--- config.mk ---
export PLATFORM = sky130hd
export DESIGN_NAME = fb_rd_line_scheduler
export DESIGN_NICKNAME = d
export VERILOG_FILES = /design/src/rtl/fb_rd_line_scheduler.sv
export SDC_FILE = /design/constraint.sdc
export NUM_CORES = 1
export LEC_CHECK = 0
export CORE_ASPECT_RATIO = 1.25
export CORE_MARGIN = 1.5
export CORE_UTILIZATION = 54
export DETAILED_ROUTE_END_ITERATION = 7
export GPL_TIMING_DRIVEN = 0
export HOLD_SLACK_MARGIN = 0.1
export PLACE_DENSITY = 0.82
export SYNTH_ARGS = -nofsm -noshare
export SYNTH_HDL_FRONTEND = slang
export SYNTH_SLANG_ARGS = --single-unit
--- constraint.sdc ---
create_clock -name clk_i -period 4.7 [get_ports clk_i]
set_input_delay 0.94 -clock clk_i [delete_from_list [all_inputs] [get_ports clk_i]]
set_output_delay 0.94 -clock clk_i [all_outputs]
set_load 0.05 [all_outputs]
--- src/rtl/fb_rd_line_scheduler.sv ---
// Frame-buffer read sequencer: one read request per line of the most recently completed buffer.
// Optional frame repeat when the writer stalls: define FB_RD_REPEAT_FRAME_EN.
module fb_rd_line_scheduler #(
  parameter int unsigned ADDR_WIDTH         = 32,
  parameter int unsigned MAX_PKT_SIZE_B     = 2048,
  parameter int unsigned MAX_PKT_SIZE_WIDTH = $clog2(MAX_PKT_SIZE_B),
  parameter int unsigned LINES_WIDTH        = 12,
  parameter int unsigned BUF_CNT            = 3,
  parameter int unsigned BUF_IDX_WIDTH      = $clog2(BUF_CNT)
) (
  input  logic                          clk_i,
  input  logic                          rst_n_i,
  input  logic                          en_i,
  input  logic [ADDR_WIDTH-1:0]         base_addr_i,
  input  logic [ADDR_WIDTH-1:0]         frame_stride_i,
  input  logic [ADDR_WIDTH-1:0]         line_stride_i,
  input  logic [MAX_PKT_SIZE_WIDTH-1:0] line_size_i,
  input  logic [LINES_WIDTH-1:0]        lines_per_frame_i,
  input  logic                          wr_frame_done_i,
  input  logic [BUF_IDX_WIDTH-1:0]      wr_buf_i,
  input  logic                          line_done_i,
  output logic                          rd_stb_o,
  output logic [ADDR_WIDTH-1:0]         addr_o,
  output logic [MAX_PKT_SIZE_WIDTH-1:0] pkt_size_o,
  output logic [BUF_IDX_WIDTH-1:0]      rd_buf_o,
  output logic                          sof_o,
  output logic                          busy_o
);

  typedef enum logic [1:0] {StIdle, StIssue, StWait} state_e;

  state_e                        state_q, state_d;
  logic [BUF_IDX_WIDTH-1:0]      latest_buf_q, latest_buf_d;
  logic                          new_frame_q, new_frame_d;
  logic [LINES_WIDTH-1:0]        line_cnt_q, line_cnt_d;
  logic [ADDR_WIDTH-1:0]         line_addr_q, line_addr_d;
  logic [ADDR_WIDTH-1:0]         line_stride_q, line_stride_d;
  logic [LINES_WIDTH-1:0]        lines_q, lines_d;
  logic [MAX_PKT_SIZE_WIDTH-1:0] pkt_size_q, pkt_size_d;
  logic [BUF_IDX_WIDTH-1:0]      rd_buf_q, rd_buf_d;

  logic                          start;
  logic [BUF_IDX_WIDTH-1:0]      start_buf;

`ifdef FB_RD_REPEAT_FRAME_EN
  logic have_frame_q, have_frame_d;

  // Without a fresh frame, re-read the last buffer so the output cadence never stalls.
  assign start     = en_i & (new_frame_q | have_frame_q);
  assign start_buf = new_frame_q ? latest_buf_q : rd_buf_q;
  assign have_frame_d = have_frame_q | wr_frame_done_i;

  always_ff @(posedge clk_i or negedge rst_n_i) begin
    if (!rst_n_i) begin
      have_frame_q <= 1'b0;
    end else begin
      have_frame_q <= have_frame_d;
    end
  end
`else
  assign start     = en_i & new_frame_q;
  assign start_buf = latest_buf_q;
`endif

  always_comb begin
    state_d       = state_q;
    latest_buf_d  = latest_buf_q;
    new_frame_d   = new_frame_q;
    line_cnt_d    = line_cnt_q;
    line_addr_d   = line_addr_q;
    line_stride_d = line_stride_q;
    lines_d       = lines_q;
    pkt_size_d    = pkt_size_q;
    rd_buf_d      = rd_buf_q;

    unique case (state_q)
      StIdle: begin
        if (start) begin
          new_frame_d = 1'b0;
          // An empty frame is consumed without any request.
          if (lines_per_frame_i != '0 && line_size_i != '0) begin
            lines_d       = lines_per_frame_i;
            pkt_size_d    = line_size_i;
            line_stride_d = line_stride_i;
            rd_buf_d      = start_buf;
            line_addr_d   = base_addr_i + frame_stride_i * ADDR_WIDTH'(start_buf);
            line_cnt_d    = '0;
            state_d       = StIssue;
          end
        end
      end
      StIssue: state_d = StWait;
      StWait: begin
        if (line_done_i) begin
          if (line_cnt_q == lines_q - LINES_WIDTH'(1)) begin
            state_d = StIdle;
          end else begin
            line_cnt_d  = line_cnt_q + LINES_WIDTH'(1);
            line_addr_d = line_addr_q + line_stride_q;
            state_d     = StIssue;
          end
        end
      end
      default: state_d = StIdle;
    endcase

    // A completion arriving in the start cycle is kept for the following frame.
    if (wr_frame_done_i) begin
      latest_buf_d = wr_buf_i;
      new_frame_d  = 1'b1;
    end
  end

  always_ff @(posedge clk_i or negedge rst_n_i) begin
    if (!rst_n_i) begin
      state_q       <= StIdle;
      latest_buf_q  <= '0;
      new_frame_q   <= 1'b0;
      line_cnt_q    <= '0;
      line_addr_q   <= '0;
      line_stride_q <= '0;
      lines_q       <= '0;
      pkt_size_q    <= '0;
      rd_buf_q      <= '0;
    end else begin
      state_q       <= state_d;
      latest_buf_q  <= latest_buf_d;
      new_frame_q   <= new_frame_d;
      line_cnt_q    <= line_cnt_d;
      line_addr_q   <= line_addr_d;
      line_stride_q <= line_stride_d;
      lines_q       <= lines_d;
      pkt_size_q    <= pkt_size_d;
      rd_buf_q      <= rd_buf_d;
    end
  end

  assign rd_stb_o   = (state_q == StIssue);
  assign sof_o      = rd_stb_o & (line_cnt_q == '0);
  assign busy_o     = (state_q != StIdle);
  assign addr_o     = line_addr_q;
  assign pkt_size_o = pkt_size_q;
  assign rd_buf_o   = rd_buf_q;

endmodule

Word level (Yosys, flattened, before mapping):

Index checks and enable logic that the tools add are counted.

* $mul: 1
* eq/ne operators: 7
* muxes and demuxes: 18
* reductions and logical operators: 13
* bitwise operators: 2
* add/subtract/negate cells: 4

Operators by type and width (number)
* 32-bit two-way mux: 4
* 32-bit adder: 2
* 32-bit case mux with 2 select lines: 1
* 12-bit two-way mux: 4
* 32-bit by 2-bit multiplier with 32-bit output: 1
* 12-bit case mux with 2 select lines: 1
* 12-bit by 1-bit adder with 12-bit output (second input constant): 1
* 12-bit == test: 1
* 12-bit zero test: 1
* 12-bit nonzero test: 1
* 12-bit by 1-bit subtractor with 12-bit output (second input constant): 1
* 11-bit nonzero test: 1
* 2-bit inequality test (second input constant): 4
* 2-bit nonzero test: 4
* 2-bit two-way mux: 3
* 2-bit case mux with 3 select lines: 1
* 3-bit AND reduction: 2
* 5-bit AND reduction: 1
* 1-bit two-way mux: 4
* 1-bit AND: 2
* 2-bit by 1-bit == test with 1-bit output (second input constant): 1
* 2-bit == test (second input constant): 1
* 2-bit zero test: 1
* 2-bit AND reduction: 1
* 1-bit logical AND: 1

* word-level logic and storage cells: 54
* register bits after elaboration: 106
* output and inout bits: 48
* input port bits: 126

Logic depth before layout (Yosys ltp):

* word-level depth: 5
* mapped depth: 18
* gate-level depth less buffers: 16

Least setup slack after synthesis:

No wires, ideal clock.

* kind: input port to flip-flop
* from: in frame_stride_i[0]
* to: reg line_addr_q[29], in the netlist addr_o[29]
* slack: 796 ps
* path buffers: 0
* setup time: 94 ps
* data arrival time: 3810 ps
* data required time: 4606 ps
* cell stages on the path: 16
* path through: nand2_1 -> fa_1 -> inv_1 -> ha_1 -> inv_1 -> fa_1 -> nor2b_1 -> o31a_1 -> o21ai_0 -> nand4_1 -> a31oi_1 -> o21ai_0 -> a21oi_1 -> mux2i_1 -> o311ai_0 -> a211oi_1

* cells in the longest elaborated chain, start to end: 5

RTL lines
* start, declared: line 15 `input logic [ADDR_WIDTH-1:0] frame_stride_i,`
* 32-bit by 2-bit multiplier with 32-bit output: line 86 `line_addr_d = base_addr_i + frame_stride_i * ADDR_WIDTH'(start_buf);`
* 32-bit adder: line 86
* 32-bit two-way mux: line 81 `if (lines_per_frame_i != '0 && line_size_i != '0) begin`
* 32-bit two-way mux: line 78 `if (start) begin`
* 32-bit case mux with 2 select lines: line 76 `unique case (state_q)`
* end signal, assigned: line 130 `line_addr_q <= line_addr_d;`
* end, declared: line 36 `logic [ADDR_WIDTH-1:0] line_addr_q, line_addr_d;`

No other way between the ends. The select of a mux whose other input is x is not followed.
A chain may end at the register's enable or synchronous reset.

Final worst setup path:

Same ends and word-level chain as after synthesis.

==> flow_metrics.py <==
metrics = {
    "cells_and_area": {
        "count_of_filler_cells_inserted_in_the_layout": 1438,
        "seqCellArea_um2": 2650,
        "final_util_pct": 68.7,
        "multiInputGateArea_um2": 5840,
        "area_growth_syn_to_layout_pct": 25.6,
        "drive_gt1_share_pct": 3.68,
        "finalNetCount": 1578,
    },
    "die": {
        "boundaryPins": 174,
        "die_width_um": 119,
        "placementRows": 53,
        "fp.dieH_um": 148,
        "floorplan.core_area_um2": 16700,
        "initial_utilization_pct": 54.7,
        "die-area_um2": 17700,
    },
    "synth": {
        "yosysWarningCount": 0,
        "postSynthRegisterBits": 106,
        "post_synth_num_cell_types": 63,
        "synth-main-ff-cell": "sky130_fd_sc_hd__dfrtp_1",
        "synth_commonest_cells": "276 x sky130_fd_sc_hd__nand2_1, 120 x sky130_fd_sc_hd__inv_1, 106 x sky130_fd_sc_hd__dfrtp_1, 72 x sky130_fd_sc_hd__nor2_1, 69 x sky130_fd_sc_hd__a21oi_1",
        "post-synth-top-area-cell": "sky130_fd_sc_hd__dfrtp_1",
        "yosysTopAreaCellShare_pct": 29.0,
        "syn_area_per_cell_um2": 7.80,
        "synthCells": 1172,
        "number_of_flops_mapped_to_enable_cells_by_yosys": 0,
        "synth.cell_area_um2": 9140,
        "asyncSetResetFlopFracSynth_pct": 100,
        "synthTopCellsByArea": "sky130_fd_sc_hd__dfrtp_1 29%, sky130_fd_sc_hd__nand2_1 11%, sky130_fd_sc_hd__ha_1 8.9%, sky130_fd_sc_hd__fa_1 7.0%, sky130_fd_sc_hd__inv_1 4.9%",
        "synth_most_common_cell": "sky130_fd_sc_hd__nand2_1",
        "synth.net_count": 1395,
        "seq_area_frac_synth_pct": 29.0,
    },
    "clock_network": {
        "clock_h_tree_levels": 3,
        "postCtsSetupRepairBufs": 0,
        "cts_tree": "done",
        "postCtsHoldBufs": 0,
        "cts.sinks": 106,
        "clk_latency_ns": 0.35,
        "clk_pin_slew_worst_paths_ns": 0.08,
        "tritoncts.num_buffers": 9,
        "clockBufferDepth": 2,
        "clock_tree.root_cell": "sky130_fd_sc_hd__clkbuf_16",
    },
    "timing": {
        "finalWorstSetupSlack_ns": 0.305,
        "rsz0062_at_grt": "no",
        "max_slew.worst_pin.slew_ns": 0.805,
        "setup_viol_count_final": 0,
        "fmax_mhz": 228,
        "aggregate_negative_setup_slack_ns": 0,
        "timing_hold_violations_final": 0,
        "timing.clock.skew_ns": 0.00999,
        "fin_crit_ns": 4.39,
        "final_max_slew_viol_count": 0,
        "fin_crit_sh_pct": 93.5,
        "slew_headroom_pct": 46.3,
    },
    "global_routing": {
        "pin_count_of_the_biggest_net_entering_global_routing": 72,
        "grt_overflow": 0,
        "antenna_violations_before_repair": 1,
        "overall_global_routing_usage_pct": 30.2,
        "first_global_vias": 8747,
        "grt_pass1_wl_um": 42700,
    },
    "place": {
        "dp_hpwl_um": 20500,
        "portBuffers": 173,
        "placement.setup.worst_slack_ns": -0.446,
        "routabilityCongestion": 0.959,
    },
    "worst_setup_path": {
        "reg2reg_depth": 17,
        "crit_path_start_kind": "input pin",
        "crit_required_ns": 4.97,
        "worstReg2RegStart": "latest_buf_q[1]$_DFFE_PN0P_",
        "worstReg2RegEnd": "addr_o[29]$_DFFE_PN0P_",
        "worst-endpoint-arrival_ns": 4.66,
        "reg2reg_slack_ns": 0.37,
        "worstPathMaxFanout": 4,
        "crit_path_end_kind": "register",
        "timing.setup.critical_path_class": "input pin to register",
    },
    "min_path": {
        "min_path_type": "register to register",
        "holdPathEnd": "pkt_size_o[7]$_DFFE_PN0P_",
        "timing.hold.worst.start": "pkt_size_o[7]$_DFFE_PN0P_",
        "min_path_cells": 2,
    },
    "drt": {
        "drt-initial-drc-count": 548,
        "post_drt_wl_per_cell_um": 16.5,
        "vias_per_cell": 5.60,
        "remaining_drc_errors": 0,
        "routed-via-count": 8857,
        "dr.pass1.iters": 5,
        "ant_nets": 0,
        "detail_route.wirelength_um": 26100,
    },
    "job": {
        "max_cap_violations": 0,
    },
    "pwr": {
        "vdd_ir_drop_max_uv": 360,
        "power.density_cell_area_nw_per_um2": 684,
        "p_leak_nw": 5.54,
    },
    "status": {
        "status": "complete, no violations",
    },
}
what timing repair did:
| action | CTS | global route |
|---|---|---|
| hold endpoints to repair | 0 | 0 |
| cloned | 0 | 0 |
| setup endpoints to repair | 5 | 5 |
| pin swaps | 0 | 1 |
| resized for setup | 3 | 5 |
stage by stage:
stage	area [µm²]	power, W	cells	hold WS (ns)
after global placement	11100	0.00691	1565	0.451
after detailed placement	11200	0.00699	1566	0.461
after CTS	11500	0.00781	1580	0.480
after global routing	11500	0.00846	1580	0.494
after floorplan	9140	0.00547	1172	0.441
final	11500	0.00786	1581	0.478
registers in the layout (all words and copies together) (netlist names):
signal,count
pkt_size_o,11
line_stride_q,32
latest_buf_q,2
state_q,2
line_cnt_q,12
addr_o,32
rd_buf_o,2
lines_q,12
new_frame_q,1
area by class of cell:
cell class | count | area share [%]
inverters | 120 | 3.92
clock buffers | 9 | 1.96
well taps | 220 | 2.40
multi-input cells | 895 | 50.8
repair buffers | 174 | 15.3
plain buffers | 49 | 1.79
diodes | 1 | 0.0218
clock inverters | 7 | 0.675
flip-flops and latches | 106 | 23.1
kinds of logic (layout without fill, tap and decap cells):
family,Yosys count,after routing,synth area share (%)
buf+inv,171,359,7.23
flops,106,106,29.0
simple gates,466,466,22.4
other cells,0,1,0
fa+ha+maj,97,97,15.9
xor+xnor,69,69,6.61
compound gates,250,250,17.3
mux,13,13,1.52
report_power, final:
part | internal, W | switching [W]
logic | 0.00208 | 0.00331
clock network | 0.000420 | 0.000375
registers | 0.00131 | 0.000360
worst max-delay path, cell delays in order:
cell                              delay [ns]
sky130_fd_sc_hd__clkdlybuf4s50_1        0.48
sky130_fd_sc_hd__nand2_1                0.08
sky130_fd_sc_hd__fa_1                   0.52
sky130_fd_sc_hd__inv_1                  0.05
sky130_fd_sc_hd__ha_1                   0.22
sky130_fd_sc_hd__inv_1                  0.08
sky130_fd_sc_hd__fa_1                   0.19
sky130_fd_sc_hd__nor2b_1                0.06
sky130_fd_sc_hd__o31a_1                 0.28
sky130_fd_sc_hd__o21ai_1                0.25
sky130_fd_sc_hd__nand4_1                0.24
sky130_fd_sc_hd__a31oi_2                0.25
sky130_fd_sc_hd__o21ai_1                0.17
sky130_fd_sc_hd__a21oi_2                0.24
sky130_fd_sc_hd__mux2i_1                0.20
sky130_fd_sc_hd__o311ai_0               0.15
sky130_fd_sc_hd__a211oi_1               0.25
per-layer routing:
| metal | part of all wire (%) | vias up | track usage [%] |
|---|---|---|---|
| met4 | 2.9 | 0 | 12.2 |
| met2 | 50 | 305 | 54.2 |
| met1 | 41 | 4196 | 37.5 |
| met5 | 0 | - | 0 |
| li1 | - | 4301 | - |
| met3 | 6.0 | 55 | 2.95 |
placed cells by master, fill, tap and decap left out, drive strengths merged, types with 45 or more instances in the layout:
master	netlist	routed
nand2	276	276
clkdlybuf4s50	0	172
inv	120	122
dfrtp	106	106
nor2	72	72
a21oi	69	69
ha	65	65
o21ai	58	58
xnor2	46	46
clkbuf	38	45
worst max-delay path by stage:
stage / startpoint / end / slack [ns] / cells after the start
floorplan: frame_stride_i[0] / addr_o[29]$_DFFE_PN0P_ / 0.80 / 16
global placement: rst_n_i / line_stride_q[28]$_DFFE_PN0P_ / -1.38 / 1
detailed placement: frame_stride_i[0] / addr_o[29]$_DFFE_PN0P_ / -0.45 / 17
CTS: frame_stride_i[0] / addr_o[29]$_DFFE_PN0P_ / 0.06 / 17
global route: frame_stride_i[0] / addr_o[29]$_DFFE_PN0P_ / 0.002 / 17
finish: frame_stride_i[0] / addr_o[29]$_DFFE_PN0P_ / 0.31 / 17
Note: power is estimated with default switching activity, not from simulation.
